## src/rtl/seg7_pkg.sv

```systemverilog
// Shared types and constants for the seven-segment scanner: scan index type,
// active-low cathode patterns {g,f,e,d,c,b,a} and the all-off anode value.
package seg7_pkg;

    typedef logic [1:0] scan_idx_t;

    localparam logic [6:0] SEG_0    = 7'b1000000;
    localparam logic [6:0] SEG_1    = 7'b1111001;
    localparam logic [6:0] SEG_2    = 7'b0100100;
    localparam logic [6:0] SEG_3    = 7'b0110000;
    localparam logic [6:0] SEG_4    = 7'b0011001;
    localparam logic [6:0] SEG_5    = 7'b0010010;
    localparam logic [6:0] SEG_6    = 7'b0000010;
    localparam logic [6:0] SEG_7    = 7'b1111000;
    localparam logic [6:0] SEG_8    = 7'b0000000;
    localparam logic [6:0] SEG_9    = 7'b0010000;
    localparam logic [6:0] SEG_DASH = 7'b0111111;
    localparam logic [6:0] SEG_OFF  = 7'b1111111;

    localparam logic [3:0] ANODE_OFF = 4'b1111;

endpackage

```

## src/rtl/seven_seg_scanner_bcd_to_seg7.sv

```systemverilog
// bcd_to_seg7: combinational BCD to active-low seven-segment decoder.
// Values 0-9 give the usual glyphs; anything above 9 shows a dash.
module bcd_to_seg7
    import seg7_pkg::*;
#(
    parameter int DIGIT_WIDTH = 4
) (
    input  logic [DIGIT_WIDTH-1:0] digit,
    output logic [6:0]             segment
);

    // Glyph lookup; non-BCD codes fall through to the dash.
    always_comb begin
        segment = SEG_DASH;
        case (digit)
            DIGIT_WIDTH'(0): segment = SEG_0;
            DIGIT_WIDTH'(1): segment = SEG_1;
            DIGIT_WIDTH'(2): segment = SEG_2;
            DIGIT_WIDTH'(3): segment = SEG_3;
            DIGIT_WIDTH'(4): segment = SEG_4;
            DIGIT_WIDTH'(5): segment = SEG_5;
            DIGIT_WIDTH'(6): segment = SEG_6;
            DIGIT_WIDTH'(7): segment = SEG_7;
            DIGIT_WIDTH'(8): segment = SEG_8;
            DIGIT_WIDTH'(9): segment = SEG_9;
            default:         segment = SEG_DASH;
        endcase
    end

endmodule

```

## src/rtl/seven_seg_scanner.sv

```systemverilog
// seven_seg_scanner: time-multiplexed 4-digit common-anode display driver.
// A prescaler sets the slot length, a 2-bit index walks the digits, and the
// digits are snapshotted once per frame (and once after reset) so a frame
// never mixes old and new values. Anodes stay off for the first
// GUARD_CYCLES of each slot to avoid ghosting.
// Optional feature: define LEADING_ZERO_BLANK_EN to blank leading zeros.
module seven_seg_scanner
    import seg7_pkg::*;
#(
    parameter int DIGIT_WIDTH    = 4,
    parameter int REFRESH_CYCLES = 100000,
    parameter int GUARD_CYCLES   = 16
) (
    input  logic                   clock,
    input  logic                   reset_n,
    input  logic [DIGIT_WIDTH-1:0] digit_ones,
    input  logic [DIGIT_WIDTH-1:0] digit_tens,
    input  logic [DIGIT_WIDTH-1:0] digit_hundreds,
    input  logic [DIGIT_WIDTH-1:0] digit_thousands,
    output logic [3:0]             anode,
    output logic [6:0]             segment,
    output logic                   dp
);

    localparam int PW = $clog2(REFRESH_CYCLES);

    logic [PW-1:0]          prescaler;
    scan_idx_t              index;
    logic [DIGIT_WIDTH-1:0] snapshot [4];
    logic                   load_pending;

    logic                   terminal;
    logic                   load;
    logic                   in_guard;
    logic                   blank;
    logic [DIGIT_WIDTH-1:0] sel_digit;
    logic [6:0]             dec_segment;

    assign terminal  = (prescaler == PW'(REFRESH_CYCLES - 1));
    assign load      = load_pending || (terminal && (index == 2'd3));
    assign in_guard  = (prescaler < PW'(GUARD_CYCLES));
    assign sel_digit = snapshot[index];
    assign dp        = 1'b1;

`ifdef LEADING_ZERO_BLANK_EN
    // A slot is blanked when every digit from thousands down to it is zero.
    always_comb begin
        blank = 1'b0;
        case (index)
            2'd3:    blank = (snapshot[3] == '0);
            2'd2:    blank = (snapshot[3] == '0) && (snapshot[2] == '0);
            2'd1:    blank = (snapshot[3] == '0) && (snapshot[2] == '0) &&
                             (snapshot[1] == '0);
            default: blank = 1'b0;
        endcase
    end
`else
    assign blank = 1'b0;
`endif

    bcd_to_seg7 #(
        .DIGIT_WIDTH(DIGIT_WIDTH)
    ) u_dec (
        .digit  (sel_digit),
        .segment(dec_segment)
    );

    // Slot timing: prescaler wraps every slot, index advances on its wrap.
    always_ff @(posedge clock or negedge reset_n) begin
        if (!reset_n) begin
            prescaler <= '0;
            index     <= 2'd0;
        end else if (terminal) begin
            prescaler <= '0;
            index     <= index + 2'd1;
        end else begin
            prescaler <= prescaler + PW'(1);
        end
    end

    // Frame snapshot: capture all digits after reset and at each 3->0 wrap.
    always_ff @(posedge clock or negedge reset_n) begin
        if (!reset_n) begin
            load_pending <= 1'b1;
            for (int i = 0; i < 4; i++) snapshot[i] <= '0;
        end else begin
            load_pending <= 1'b0;
            if (load) begin
                snapshot[0] <= digit_ones;
                snapshot[1] <= digit_tens;
                snapshot[2] <= digit_hundreds;
                snapshot[3] <= digit_thousands;
            end
        end
    end

    // Registered display outputs, one cycle behind the scan state.
    always_ff @(posedge clock or negedge reset_n) begin
        if (!reset_n) begin
            anode   <= ANODE_OFF;
            segment <= SEG_OFF;
        end else begin
            anode   <= (in_guard || blank) ? ANODE_OFF : ~(4'b0001 << index);
            segment <= dec_segment;
        end
    end

endmodule

```

## config.mk

```make
export PLATFORM = sky130hd
export DESIGN_NAME = seven_seg_scanner
export DESIGN_NICKNAME = d
export VERILOG_FILES = /design/src/rtl/seg7_pkg.sv /design/src/rtl/seven_seg_scanner_bcd_to_seg7.sv /design/src/rtl/seven_seg_scanner.sv
export SDC_FILE = /design/constraint.sdc
export NUM_CORES = 1
export LEC_CHECK = 0
export CAP_MARGIN = 40
export CELL_PAD_IN_SITES_DETAIL_PLACEMENT = 2
export CELL_PAD_IN_SITES_GLOBAL_PLACEMENT = 2
export CORE_UTILIZATION = 30
export DETAILED_ROUTE_END_ITERATION = 10
export PLACE_DENSITY = 0.69
export REMOVE_ABC_BUFFERS = 1
export SETUP_SLACK_MARGIN = 0.4
export SYNTH_ARGS = -nofsm -noshare
export SYNTH_HDL_FRONTEND = slang
export SYNTH_SLANG_ARGS = --single-unit
```

## constraint.sdc

```tcl
create_clock -name clock -period 2.81 [get_ports clock]
set_input_delay 0.843 -clock clock [delete_from_list [all_inputs] [get_ports clock]]
set_output_delay 0.843 -clock clock [all_outputs]
set_load 0.005 [all_outputs]
```

**Word level (Yosys, flattened, before mapping)**

Memories as Yosys holds them, arrays and structs flattened. A register that Yosys moved wholly into a read port is not among the register bits.
Cells that the tools add are included.

- Bits in registers: 40
- Bits in read-only memories: 112
- Input bits: 18
- Output and inout bits: 12
- Logic and storage cells: 26
- Memories: 1

- Add/subtract/negate cells: 2
- Magnitude comparators: 2
- Eq/ne operators: 2
- Shift-type cells: 1
- Mux-type cells: 5
- Bitwise logic cells: 2
- Reductions and logical operators: 3

Memories:

| name | words | bits a word | read ports | clocked after memory_dff | wr ports | RTL line | source |
|---|---|---|---|---|---|---|---|
| (name not given) | 16 | 7 | 1 | 1 | 0 | seven_seg_scanner_bcd_to_seg7.sv:15 | `case (digit)` |

Operators by type and width:

| cell | number |
|---|---|
| $add A17 B1 Y17 const B | 1 |
| $eq A17 B17 Y1 const B | 1 |
| $lt A17 B5 Y1 const B | 1 |
| $mux W17 | 1 |
| $mux W4 | 3 |
| $bmux W4 S2 | 1 |
| $not A4 Y4 | 1 |
| $shl A1 B2 Y4 const A | 1 |
| $ge A3 B3 Y1 const B | 1 |
| $not A2 Y3 | 1 |
| $add A2 B1 Y2 const B | 1 |
| $eq A2 B2 Y1 const B | 1 |
| $logic_and A1 B1 Y1 | 1 |
| $logic_not A1 Y1 | 1 |
| $logic_or A1 B1 Y1 | 1 |

**Logic depth before layout (Yosys ltp)**

- Depth after elaboration: 4
- Mapped depth: 7
- Depth with buffers taken out: 6

**Cells and area by module**

Synthesis repeated with hierarchy kept, for this count alone.

- Cell total of the unflattened synthesis: 180
- Area total of the unflattened synthesis: 2,293.4 um^2

Modules (own cells, without submodules):

| module | times used | cells an instance | area an instance (um^2) | sequential area each (um^2) |
|---|---|---|---|---|
| seven_seg_scanner | 1 | 149 | 2,053.2 | 1,191.1 |
| bcd_to_seg7 | 1 | 31 | 240.2 | 0.0 |

**Least setup slack after synthesis**

Ideal clock, no wire load.

- Kind: register to register
- From: register prescaler[11]
- To: register snapshot[10] in the netlist's numbering
- Library setup time: 0.125 ns
- Arrival time: 1.837 ns
- Data required time: 2.685 ns
- Setup slack: 0.848 ns
- Cell stages (with the launch flop): 6
- Buffers on the path: 1
- Period minus slack after synthesis: 1.962 ns
- Path through: dfrtp_1 or4_4 nor4_4 a31oi_4 buf_6 mux2_4

- Cells in the longest elaborated chain, start to end: 3

RTL lines:

| what | RTL line | source |
|---|---|---|
| start, declared | seven_seg_scanner.sv:27 | `logic [PW-1:0] prescaler;` |
| start signal, assigned | seven_seg_scanner.sv:77 | `prescaler <= prescaler + PW'(1);` |
| $eq A17 B17 Y1 | seven_seg_scanner.sv:39 | `assign terminal = (prescaler == PW'(REFRESH_CYCLES - 1));` |
| $logic_and A1 B1 Y1 | seven_seg_scanner.sv:40 | `assign load = load_pending \|\| (terminal && (index == 2'd3));` |
| $logic_or A1 B1 Y1 | seven_seg_scanner.sv:40 |  |
| end, declared | seven_seg_scanner.sv:29 | `logic [DIGIT_WIDTH-1:0] snapshot [4];` |

No other way between the ends.
A chain may end at the register's enable or synchronous reset.

**Worst setup path after layout**

- From: register segment[4]
- To: output segment[4]

RTL lines:

| what | RTL line | source |
|---|---|---|
| start, declared | seven_seg_scanner.sv:21 | `output logic [6:0] segment,` |

No word-level cell between the ends.

==> metrics.cfg <==
[clock_tree]
post_cts_hold_buffer_count = 0
cts.repair_timing.setup_buffer_count = 0
clock_pin_slew_on_the_worst_setup_and_hold_paths_ns = 0.09
cts.repair.resized = 0
root_driver = sky130_fd_sc_hd__clkbuf_8
cts_made_buffers = 5
cts.sinks = 47
cts.htree.levels = 2
clock_tree.buffer_depth = 2
cts_tree = yes
insertion_delay_ns = 0.30

[route]
drt.antenna.violating_nets = 0
wl_per_cell_um = 16.20
avg_vias_per_cell = 4.718
drt_pass1_iterations = 4
drt-initial-drc-count = 52
drc = 0
detailroute.via_count = 1491
routed_wl_mm = 5.118

[synth]
post_synth_inst_count = 185
post_synth_main_area_contributors = sky130_fd_sc_hd__dfrtp_1 39%, sky130_fd_sc_hd__dfstp_2 14%, sky130_fd_sc_hd__mux2_4 6.6%, sky130_fd_sc_hd__ha_1 5.5%, sky130_fd_sc_hd__mux2_2 3.5%
netlist.top_cell.by_area = sky130_fd_sc_hd__dfrtp_1
yosysTopAreaCellShare_pct = 38.59
synth-main-ff-cell = sky130_fd_sc_hd__dfrtp_1
synth-async-reset-ratio_pct = 100.0
synth.avg_cell_area_um2 = 12.27
synth_enable_flop_cells = 0
ys_types = 37
synthesis.yosys.warnings = 0
ys_ff_latch = 47
syn_area_um2 = 2270
seq_area_frac_synth_pct = 52.48

[worst_setup_path]
worst_ep_arrival_time_ns = 1.32
critical_path.n_buffers_inverters = 1
worst-path-max-fanout = 1
slowest_stage = sky130_fd_sc_hd__dfstp_2
endpoint_kind = primary output
critical-path-top-delay-family = flip-flops
critical_path_start_end_classification = reg -> out
critical_path.cell_chain = clkdlybuf4s50_1
critical-path-max-stage-delay_ns = 0.52
crit_required_ns = 1.97
startpoint_type = flip-flop

[power_and_ir_drop]
finalPower_w = 0.001373
p_per_area_nw_per_um2 = 499.5
p_leak_nw = 1.141
vdd_drop_max_mv = 0.2058

[finish]
filler_cell_count = 791
layout.cells.most_common_list = 35 x sky130_fd_sc_hd__dfrtp_1, 27 x sky130_fd_sc_hd__clkdlybuf4s50_1, 15 x sky130_fd_sc_hd__nor2_1
nNetsFinal = 244
count_of_antenna_diodes_in_the_layout = 0
regArea_um2 = 1191
area.growth.synth_to_final_pct = 21.11
multi_input_comb_area_um2 = 1006
post_route_cells_drive_above_1_share_pct = 21.20
final_common_cell = sky130_fd_sc_hd__dfrtp_1

[run]
cap_violations = 0

[grt]
globalRoute.totalOverflow = 0
largest_net_degree_at_the_start_of_global_routing = 19
wire_length_of_the_first_global_routing_pass_mm = 8.576
grt_pass1_vias = 1626
initial_antenna_violation_count = 0
gr-usage-all-layers_pct = 14.75

[sta]
fmax_mhz = 462.2
final_hold_viol_count = 0
final.period_utilization_pct = 76.99
worst_pin_slew_ns = 0.7302
finalCriticalPeriod_ns = 2.163
totalNegativeSetupSlack_ns = 0
drv_slew = 0
finalClockSkew_ns = 0.008327
relSlewSlack_pct = 51.32
grt_setup_unrepaired = no
report.final.setup_viol = 0

[floorplanning]
fp.dieH_um = 88.98
num_io_pins = 30
floorplan.initialDensity_pct = 31.13
design.die.area_um2 = 7917
die_w_um = 88.98
fp.coreArea_um2 = 7292
floorplan.rows = 31

[run_status]
status = completed

[placed_design]
hpwlAfterDp_mm = 3.826
place_congestion = 0.6964
io_buffer_count = 28

[worst_hold_path]
hold_path_class = in -> async

-- stage by stage --
step           area [um2]  setup WS [ns]  std cells  hold WS, ns  utilization, %
4_1_cts              2749         0.6232        316       0.4695           37.70
5_1_grt              2749         0.5239        316       0.4829           37.70
2_1_floorplan        2235         0.8542        179       0.4649               -
3_5_place_dp         2649         0.6510        308       0.4945           36.32
6_report             2749         0.6465        316       0.4625           37.70
3_3_place_gp         2649         0.7148        308       0.4862           36.32
-- worst paths after layout --
kind	to	slack [ns]	startpoint	cells after the start
worst max-delay path	segment[4]	0.65	segment[4]	1
max in group asynchronous	load_pending	1.74	reset_n	2
worst min-delay path	prescaler[8]	0.46	reset_n	1
worst max register to register	snapshot[12]	0.68	prescaler[11]	4
worst min register to register	snapshot[8]	0.52	snapshot[8]	1
min in group clock	snapshot[8]	0.52	snapshot[8]	1
-- sequential cells by signal, indices dropped and copies added, names as in the netlist --
register / flops
index: 2
prescaler: 17
load_pending: 1
segment: 7
anode: 4
snapshot: 16
-- metal layers --
layer  vias to the layer above  track usage, %  wire length, um
li1                        706               -                -
met1                       758           20.15             2480
met2                        21           23.57             2455
met3                         6           3.047              102
met4                         0           4.762               79
met5                         -               0                0
-- cell families after synthesis --
logic type	count (synthesis)	synth area share [%]
XOR/XNOR	15	5.788
other	2	0.3309
buffers and inverters	16	3.197
AO/OA/AOI/OAI	17	5.678
multiplexers	22	13.95
flip-flops	47	52.48
AND/OR/NAND/NOR	56	13.07
adder cells (fa/ha/maj)	10	5.513
-- report_power, final --
part / switching [W] / leakage [nW] / internal, W
Sequential: 0.0000215 / 0.563 / 0.000728
Clock: 0.000224 / 0.0515 / 0.000225
Combinational: 0.0000729 / 0.526 / 0.000102
-- synthesized netlist by cell type (2+ instances only) --
master / n
sky130_fd_sc_hd__a21boi_0: 3
sky130_fd_sc_hd__a22oi_1: 2
sky130_fd_sc_hd__a21oi_1: 2
sky130_fd_sc_hd__mux4_2: 3
sky130_fd_sc_hd__nand4_1: 5
sky130_fd_sc_hd__xor2_1: 6
sky130_fd_sc_hd__dfstp_2: 12
sky130_fd_sc_hd__mux2_4: 10
sky130_fd_sc_hd__dfrtp_1: 35
sky130_fd_sc_hd__o21ai_0: 5
sky130_fd_sc_hd__nand3_1: 9
sky130_fd_sc_hd__clkbuf_1: 3
sky130_fd_sc_hd__mux2i_1: 2
sky130_fd_sc_hd__conb_1: 2
sky130_fd_sc_hd__nor4_1: 6
sky130_fd_sc_hd__nor3_1: 4
sky130_fd_sc_hd__xnor2_1: 9
sky130_fd_sc_hd__nor2_1: 15
sky130_fd_sc_hd__ha_1: 10
sky130_fd_sc_hd__mux2_2: 7
sky130_fd_sc_hd__nand2_1: 9
sky130_fd_sc_hd__o311ai_0: 2
sky130_fd_sc_hd__inv_1: 10
-- area by class of cell --
| cell class | instances | share of cell area [%] |
|---|---|---|
| sequential | 47 | 43.33 |
| inverter | 10 | 1.365 |
| timing repair buffer | 30 | 10.56 |
| clock buffer | 8 | 3.641 |
| multi-input combinational | 122 | 36.60 |
| tap | 99 | 4.506 |
Note: power is estimated with default switching activity, not from simulation.
